$ cat src/rtl/als_sample_averager.sv
// Ambient-light sample path: assembles SPI byte pairs into ADC words, extracts the
// 8-bit light value, smooths it with a power-of-two moving average and drives two hex digits.
module als_sample_averager #(
  parameter int AVG_LOG2 = 3
) (
  input  logic       i_Clk,
  input  logic       i_Rst_L,
  input  logic       i_RX_DV,
  input  logic [1:0] i_RX_Count,
  input  logic [7:0] i_RX_Byte,
  input  logic       i_Flush,
  output logic [7:0] o_Sample,
  output logic       o_Sample_DV,
  output logic [7:0] o_Avg,
  output logic       o_Avg_DV,
  output logic [7:0] o_Err_Count,
  output logic [6:0] o_Segment1,
  output logic [6:0] o_Segment2
);

  localparam int WIN = 1 << AVG_LOG2;
  localparam int SW  = 8 + AVG_LOG2;
  localparam int PW  = (AVG_LOG2 > 0) ? AVG_LOG2 : 1;
  localparam int FW  = AVG_LOG2 + 1;

  // Handshake: i_RX_DV is a one-cycle strobe with no ready; every strobe is consumed
  // in the cycle it is seen, and each *_DV output is a one-cycle strobe likewise.
  typedef enum logic {WAIT_HI, WAIT_LO} asm_state_t;

  asm_state_t state_q, state_d;
  logic       load_hi, fire, frame_err;
  logic [4:0] hi_q;
  logic       flush_q;

  always_comb begin
    state_d   = state_q;
    load_hi   = 1'b0;
    fire      = 1'b0;
    frame_err = 1'b0;
    if (i_RX_DV) begin
      case (state_q)
        WAIT_HI: begin
          if (i_RX_Count == 2'd0) begin
            load_hi = 1'b1;
            state_d = WAIT_LO;
          end else begin
            frame_err = 1'b1;
          end
        end
        WAIT_LO: begin
          if (i_RX_Count == 2'd1) begin
            fire    = 1'b1;
            state_d = WAIT_HI;
          end else if (i_RX_Count == 2'd0) begin
            load_hi   = 1'b1;
            frame_err = 1'b1;
          end else begin
            frame_err = 1'b1;
            state_d   = WAIT_HI;
          end
        end
        default: state_d = WAIT_HI;
      endcase
    end
  end

  always_ff @(posedge i_Clk or negedge i_Rst_L) begin
    if (!i_Rst_L) state_q <= WAIT_HI;
    else          state_q <= state_d;
  end

  // Only word bits [12:5] are kept, so just the low five bits of the high byte matter.
  always_ff @(posedge i_Clk or negedge i_Rst_L) begin
    if (!i_Rst_L) begin
      hi_q        <= '0;
      o_Sample    <= '0;
      o_Sample_DV <= 1'b0;
      flush_q     <= 1'b0;
      o_Err_Count <= '0;
    end else begin
      o_Sample_DV <= fire;
      flush_q     <= i_Flush;
      if (load_hi) hi_q <= i_RX_Byte[4:0];
      if (fire) o_Sample <= {hi_q, i_RX_Byte[7:5]};
      if (frame_err && (o_Err_Count != 8'hFF)) o_Err_Count <= o_Err_Count + 8'd1;
    end
  end

  logic [7:0]    win_buf [WIN];
  logic [PW-1:0] ptr_q, ptr_new;
  logic [FW-1:0] fill_q, fill_new;
  logic [SW-1:0] sum_q, sum_new;

  always_comb begin
    sum_new  = sum_q + SW'(o_Sample) - SW'(win_buf[ptr_q]);
    ptr_new  = (ptr_q + PW'(1)) & PW'(WIN - 1);
    fill_new = (fill_q == FW'(WIN)) ? fill_q : fill_q + FW'(1);
  end

  // flush_q travels with o_Sample_DV, so a flush arriving with the low byte wins over it.
  always_ff @(posedge i_Clk or negedge i_Rst_L) begin
    if (!i_Rst_L) begin
      for (int i = 0; i < WIN; i++) win_buf[i] <= '0;
      ptr_q    <= '0;
      fill_q   <= '0;
      sum_q    <= '0;
      o_Avg    <= '0;
      o_Avg_DV <= 1'b0;
    end else begin
      o_Avg_DV <= 1'b0;
      if (flush_q) begin
        for (int i = 0; i < WIN; i++) win_buf[i] <= '0;
        ptr_q  <= '0;
        fill_q <= '0;
        sum_q  <= '0;
      end else if (o_Sample_DV) begin
        win_buf[ptr_q] <= o_Sample;
        ptr_q          <= ptr_new;
        fill_q         <= fill_new;
        sum_q          <= sum_new;
        if (fill_new == FW'(WIN)) begin
          o_Avg    <= 8'(sum_new >> AVG_LOG2);
          o_Avg_DV <= 1'b1;
        end
      end
    end
  end

  function automatic logic [6:0] hex_glyph(input logic [3:0] n);
    logic [6:0] on;
    case (n)
      4'h0: on = 7'h3F;  4'h1: on = 7'h06;  4'h2: on = 7'h5B;  4'h3: on = 7'h4F;
      4'h4: on = 7'h66;  4'h5: on = 7'h6D;  4'h6: on = 7'h7D;  4'h7: on = 7'h07;
      4'h8: on = 7'h7F;  4'h9: on = 7'h6F;  4'hA: on = 7'h77;  4'hB: on = 7'h7C;
      4'hC: on = 7'h39;  4'hD: on = 7'h5E;  4'hE: on = 7'h79;  default: on = 7'h71;
    endcase
    return ~on;
  endfunction

  always_ff @(posedge i_Clk or negedge i_Rst_L) begin
    if (!i_Rst_L) begin
      o_Segment1 <= 7'h7F;
      o_Segment2 <= 7'h7F;
    end else if (o_Avg_DV) begin
      o_Segment1 <= hex_glyph(o_Avg[7:4]);
      o_Segment2 <= hex_glyph(o_Avg[3:0]);
    end
  end

endmodule

$ cat config.mk
export PLATFORM = sky130hd
export DESIGN_NAME = als_sample_averager
export DESIGN_NICKNAME = d
export VERILOG_FILES = /design/src/rtl/als_sample_averager.sv
export SDC_FILE = /design/constraint.sdc
export NUM_CORES = 1
export LEC_CHECK = 0
export CAP_MARGIN = 20
export CORE_ASPECT_RATIO = 1.5
export CORE_MARGIN = 1
export CORE_UTILIZATION = 60
export CTS_BUF_LIST = sky130_fd_sc_hd__clkbuf_2 sky130_fd_sc_hd__clkbuf_4 sky130_fd_sc_hd__clkbuf_8
export CTS_CLUSTER_DIAMETER = 60
export DETAILED_ROUTE_END_ITERATION = 10
export PLACE_DENSITY_LB_ADDON = 0.12
export SLEW_MARGIN = 20
export SYNTH_ARGS = -nofsm -noshare
export SYNTH_HDL_FRONTEND = slang
export SYNTH_SLANG_ARGS = --single-unit
$ cat constraint.sdc
create_clock -name i_Clk -period 5.3 [get_ports i_Clk]
set_clock_uncertainty 0.2 [all_clocks]
set_input_delay 0.53 -clock i_Clk [delete_from_list [all_inputs] [get_ports i_Clk]]
set_output_delay 0.53 -clock i_Clk [all_outputs]
set_load 0.005 [all_outputs]
* Word-level counts from Yosys, hierarchy flattened
Memory sizes are Yosys's and may differ from the RTL's.
Cells that the tools add are included.
** Word-level totals
- Register bits :: 129
- Bits in read-only memories :: 224
- Input bits :: 14
- Memories :: 2
** Memory list
- (no name shown) :: words 16, bits a word 7, rd ports 1, clocked after Yosys merged registers in 0, wr ports 0, RTL line 131 : case (n)
- (no name shown) :: words 16, bits a word 7, rd ports 1, clocked after Yosys merged registers in 0, wr ports 0, RTL line 131
** Operators by class
- Add/subtract/negate cells :: 5
- $lt $le $gt $ge :: 2
- Equal/unequal tests :: 4
- Muxes and demuxes :: 31
- Bitwise logic cells :: 5
- Reduce and logical (&&, ||, !) cells :: 5
** Operators with widths (count)
- $mux 64 :: 2
- $bwmux 64 :: 1
- $bmux 8 s3 :: 1
- $demux 8 s3 :: 1
- $mux 8 :: 3
- $mux 11 :: 2
- $mux 7 :: 2
- $not 7->7 :: 2
- $mux 1 :: 12
- $mux 4 :: 3
- $add 11x8->11 :: 1
- $sub 11x8->11 :: 1
- $add 8x1->8 const B :: 1
- $eq 4x4->1 const B :: 2
- $ne 8x8->1 const B :: 1
- $mux 3 :: 2
- $add 4x1->4 const B :: 1
- $ge 4x4->1 const B :: 1
- $lt 4x1->1 const B :: 1
- $not 3->4 :: 1
- $pmux 1 s2 :: 2
- $add 3x1->3 const B :: 1
- $reduce_and 3->1 :: 1
- $eq 2x1->1 const B :: 1
- other kinds (4) :: 6

* Depth between registers and ports, before layout
- Depth in word-level cells :: 8
- Depth in mapped cells :: 14
- Depth with buffers taken out :: 13

* Worst setup path after synthesis
No wires, ideal clock.
- Path type :: flip-flop to flip-flop
- Start :: register ptr_q[2]
- End :: register sum_q[10]
- Data arrival time :: 3.646 ns
- Required time :: 4.975 ns
- Path slack :: 1.329 ns
- Cell stages (with the launch flop) :: 13
- Clock period less this slack :: 3.971 ns
- Cells stage by stage :: dfrtp_1 -> clkbuf_1 -> clkbuf_1 -> mux4_2 -> mux2_2 -> fa_1 -> inv_1 -> ha_1 -> nor2b_1 -> o31ai_2 -> a211oi_1 -> o31ai_1 -> mux2_2
** On the way
- Word-level cells in the longest chain between the ends :: 7
** RTL lines
- start: declaration :: RTL line 90 : logic [PW-1:0] ptr_q, ptr_new;
- start signal: assignment :: RTL line 118 : ptr_q <= ptr_new;
- $not 3->4 (not written as such) :: RTL line 95 : sum_new = sum_q + SW'(o_Sample) - SW'(win_buf[ptr_q]);
- $bmux 8 s3 :: RTL line 95
- $mux 8 (not written as such) (2 in a row) :: RTL line 95
- $sub 11x8->11 :: RTL line 95
- $mux 11 :: RTL line 116 : end else if (o_Sample_DV) begin
- $mux 11 :: RTL line 111 : if (flush_q) begin
- end signal: assignment :: RTL line 120 : sum_q <= sum_new;
- end: declaration :: RTL line 92 : logic [SW-1:0] sum_q, sum_new;
No other way between the ends. The select of a mux whose other input is x is not followed.
A chain may end at the register's enable or synchronous reset.

* Worst setup path after layout
- Start :: register ptr_q[0]
- End :: register sum_q[10]
Same word-level chain as after synthesis.

==> summary.txt <==
Pwr Total -> 0.00265 W
share of layout cells above drive strength 1 -> 11.6%
Achievable Freq -> 225 MHz
adder-cell share of the synthesized area -> 7.16%
clock-pin slew of the registers on the worst-case setup and hold paths -> 0.07 ns
CTS buffer count -> 17
vias in the first global route -> 5483
multi-input logic area -> 3380 µm²
1st-iter DRT viols -> 296
cts hold-fix bufs -> 0
XOR/XNOR Fraction of Synth Area -> 2.14%
Synth Area in Compound Gates -> 13.0%
Seq pwr share -> 43.8%
Period Utilization, post-route -> 83.8%
r2r endpoint -> sum_q[10]$_DFFE_PN0P_
Yosys cell types -> 54
Syn Area/Cell -> 9.40 µm²
Comb pwr share -> 23.7%
global-route wire length before repair -> 27200 µm
most common cell after layout, fill and taps aside -> nand2_1
Max VDD drop -> 0.272 mV
Post-Synthesis Cells -> 740
Seq cells post-synth -> 129
Leakage -> 3.33 nW
failing checks -> hold timing
Starting Density -> 62.2%
ys flop type -> dfrtp_1
drt first pass iters -> 5
Slew headroom -> 32.5%
status -> finished, violations left
R2R depth -> 10
Core Footprint -> 11200 µm²
Antenna Cells -> 0
Ports -> 54
mux cell area share after synthesis -> 9.68%
internal cell power -> 0.00181 W
height of the chip -> 134 µm
most frequent cells in the layout -> nand2_1 (167), dfrtp_1 (113), a21oi_1 (87)
worst-path maximum fanout -> 28
Synth Warn # -> 0
critical path required time -> 5.43 ns
CP Class -> flip-flop to flip-flop
reg2reg setup slack -> 0.86 ns
Die X -> 89.9 µm
Post-Syn Area -> 6950 µm²
post-CTS setup buffer count -> 0
Setup Viol. Count Final -> 0
TNS Setup -> 0 ns
later-pin clock latency in the skew report -> 0.44 ns
post-route minimum period -> 4.44 ns
element type at the critical path end -> flip-flop
Seq/Total Area, Yosys -> 46.7%
power density over the cells -> 333 nW/µm²
GRT Residual Overflow -> 0
crit path DAT -> 4.57 ns
post-route setup slack -> 0.856 ns
reg2reg start -> ptr_q[0]$_DFFE_PN0P_
I/O Buffers -> 53
area delta synth->final -> 14.4%
storage element area -> 3250 µm²
largest family of logic cells by synthesized area -> simple AND/OR/NAND/NOR gates
initial antenna violation count -> 0
Hold Crit Class -> primary input to asynchronous set/reset pin
CTS tree -> done
Post-Synth Simple-Gate Area -> 16.5%
full die area -> 12000 µm²
worst hold slack -> -0.0223 ns
Post-DP HPWL -> 11800 µm
drt wl/cell -> 17.6 µm
Placement Setup Slack -> 0.864 ns
largest net degree at the start of global routing -> 83
Post-synth EDFFs -> 0
crit path launch type -> flip-flop
Total GRT Usage -> 29.1%
Final Hold Viols -> 13
Avg Vias per Cell -> 5.86
CTS Root Cell -> clkbuf_8
final WL -> 16500 µm
clk buf depth -> 2
max_cap viols -> 0
post_cts resized -> 0
GPL Wtd Cong -> 0.915
Post-route DRC -> 0
Worst Tran Pin Value -> 1.00 ns
syn_nets -> 789
fillers -> 840
clk sink count -> 129
Clk network pwr share -> 32.5%
ys async rst share -> 100%
fin nets -> 827
Sw Share -> 31.7%
Switch Pwr -> 0.000841 W
Final ANT Viol Nets -> 0
RSZ-0062 raised after global routing -> no
vias -> 5499
Pins Over Slew Limit -> 0
H-tree depth -> 4
FP Rows -> 47
==> cell families after synthesis <==
| kind of cell | after synthesis |
|---|---|
| and+or+nand+nor | 271 |
| AOI/OAI and AO/OA | 153 |
| DFF | 129 |
| buffers and inverters | 86 |
| muxes | 49 |
| adders and majority gates | 35 |
| xor gates and xnor gates | 17 |
==> final cells by class <==
type / count / share of cell area, %
multi-input cells: 525 / 42.5
flip-flops and latches: 129 / 40.8
repair buffers: 57 / 7.02
clock buffers: 26 / 4.03
well taps: 147 / 2.31
inverters: 48 / 2.27
clock inverters: 6 / 1.04
==> power by group through the flow <==
stage / clock network [W] / registers (W) / logic (W)
after global routing: 0.000911 / 0.00117 / 0.000689
after CTS: 0.000871 / 0.00116 / 0.000629
after global placement: 0 / 0.00117 / 0.000602
final: 0.000861 / 0.00116 / 0.000627
after detailed placement: 0 / 0.00118 / 0.000620
after floorplan: 0 / 0.00110 / 0.000439
==> cell usage after synthesis, drive strengths merged (2+ instances only) <==
cell type	number	share of area (%)
dfrtp	115	41
a21boi	2	0.22
nor4	2	0.18
and3	2	0.18
o31ai	8	0.94
xor2	6	0.76
a211oi	3	0.32
nand3b	2	0.22
dfstp	14	5.3
clkbuf	28	1.5
nor2	50	2.7
inv	48	2.6
nand4	4	0.36
buf	10	0.70
nand3	13	1.0
nand2	167	9.0
fa	8	2.3
mux2i	17	2.4
xnor2	11	1.4
a31oi	4	0.36
mux4	12	3.9
a22oi	4	0.43
o21ai	23	1.7
ha	27	4.9
nand2b	6	0.58
o21a	6	0.65
a21oi	87	6.3
a32oi	2	0.25
nor2b	8	0.72
nor3b	2	0.22
or2	2	0.18
a21o	4	0.43
o221ai	2	0.25
nor3	10	0.72
mux2	20	3.3
==> worst max-delay path, stage by stage, from the launching register on <==
cell and delay [ns]:
dfrtp_1 0.96, mux4_2 0.61, mux2_2 0.30, fa_1 0.51, inv_1 0.05, ha_1 0.38
nor2b_1 0.19, o31ai_2 0.30, a211oi_1 0.17, o31ai_1 0.29, mux2_2 0.36
==> flip-flops by register name, summed over array words and instances, names as in the netlist, 4 cells and up <==
signal	flops
win_buf	64
o_Err_Count	8
o_Sample	8
fill_q	4
o_Segment1	7
sum_q	11
o_Avg	8
hi_q	5
o_Segment2	7
==> through the flow <==
| step | std cells | area [µm²] | utilization (%) |
|---|---|---|---|
| 2_1_floorplan | 740 | 6950 | - |
| 3_3_place_gp | 906 | 7540 | 67.5 |
| 3_5_place_dp | 906 | 7540 | 67.5 |
| 4_1_cts | 938 | 7950 | 71.1 |
| 5_1_grt | 938 | 7950 | 71.2 |
| 6_report | 938 | 7950 | 71.2 |
==> metal layers <==
metal	up-vias	share of wire (%)	GRT usage, %
met5	-	0	0
met4	0	5.9	19.2
met3	66	3.3	4.65
met2	160	52	51.5
met1	2694	38	32.4
li1	2579	-	-
==> worst max-delay path by stage <==
stage	cells past startpoint	endpoint	startpoint	slack, ns
2_1_floorplan	12	sum_q[10]$_DFFE_PN0P_	ptr_q[2]$_DFFE_PN0P_	1.33
3_3_place_gp	13	sum_q[10]$_DFFE_PN0P_	ptr_q[1]$_DFFE_PN0P_	0.98
3_5_place_dp	12	sum_q[10]$_DFFE_PN0P_	ptr_q[1]$_DFFE_PN0P_	0.86
4_1_cts	12	sum_q[10]$_DFFE_PN0P_	ptr_q[1]$_DFFE_PN0P_	0.83
5_1_grt	10	sum_q[10]$_DFFE_PN0P_	ptr_q[0]$_DFFE_PN0P_	0.60
6_report	10	sum_q[10]$_DFFE_PN0P_	ptr_q[0]$_DFFE_PN0P_	0.86
Note: power is estimated with default switching activity, not from simulation.
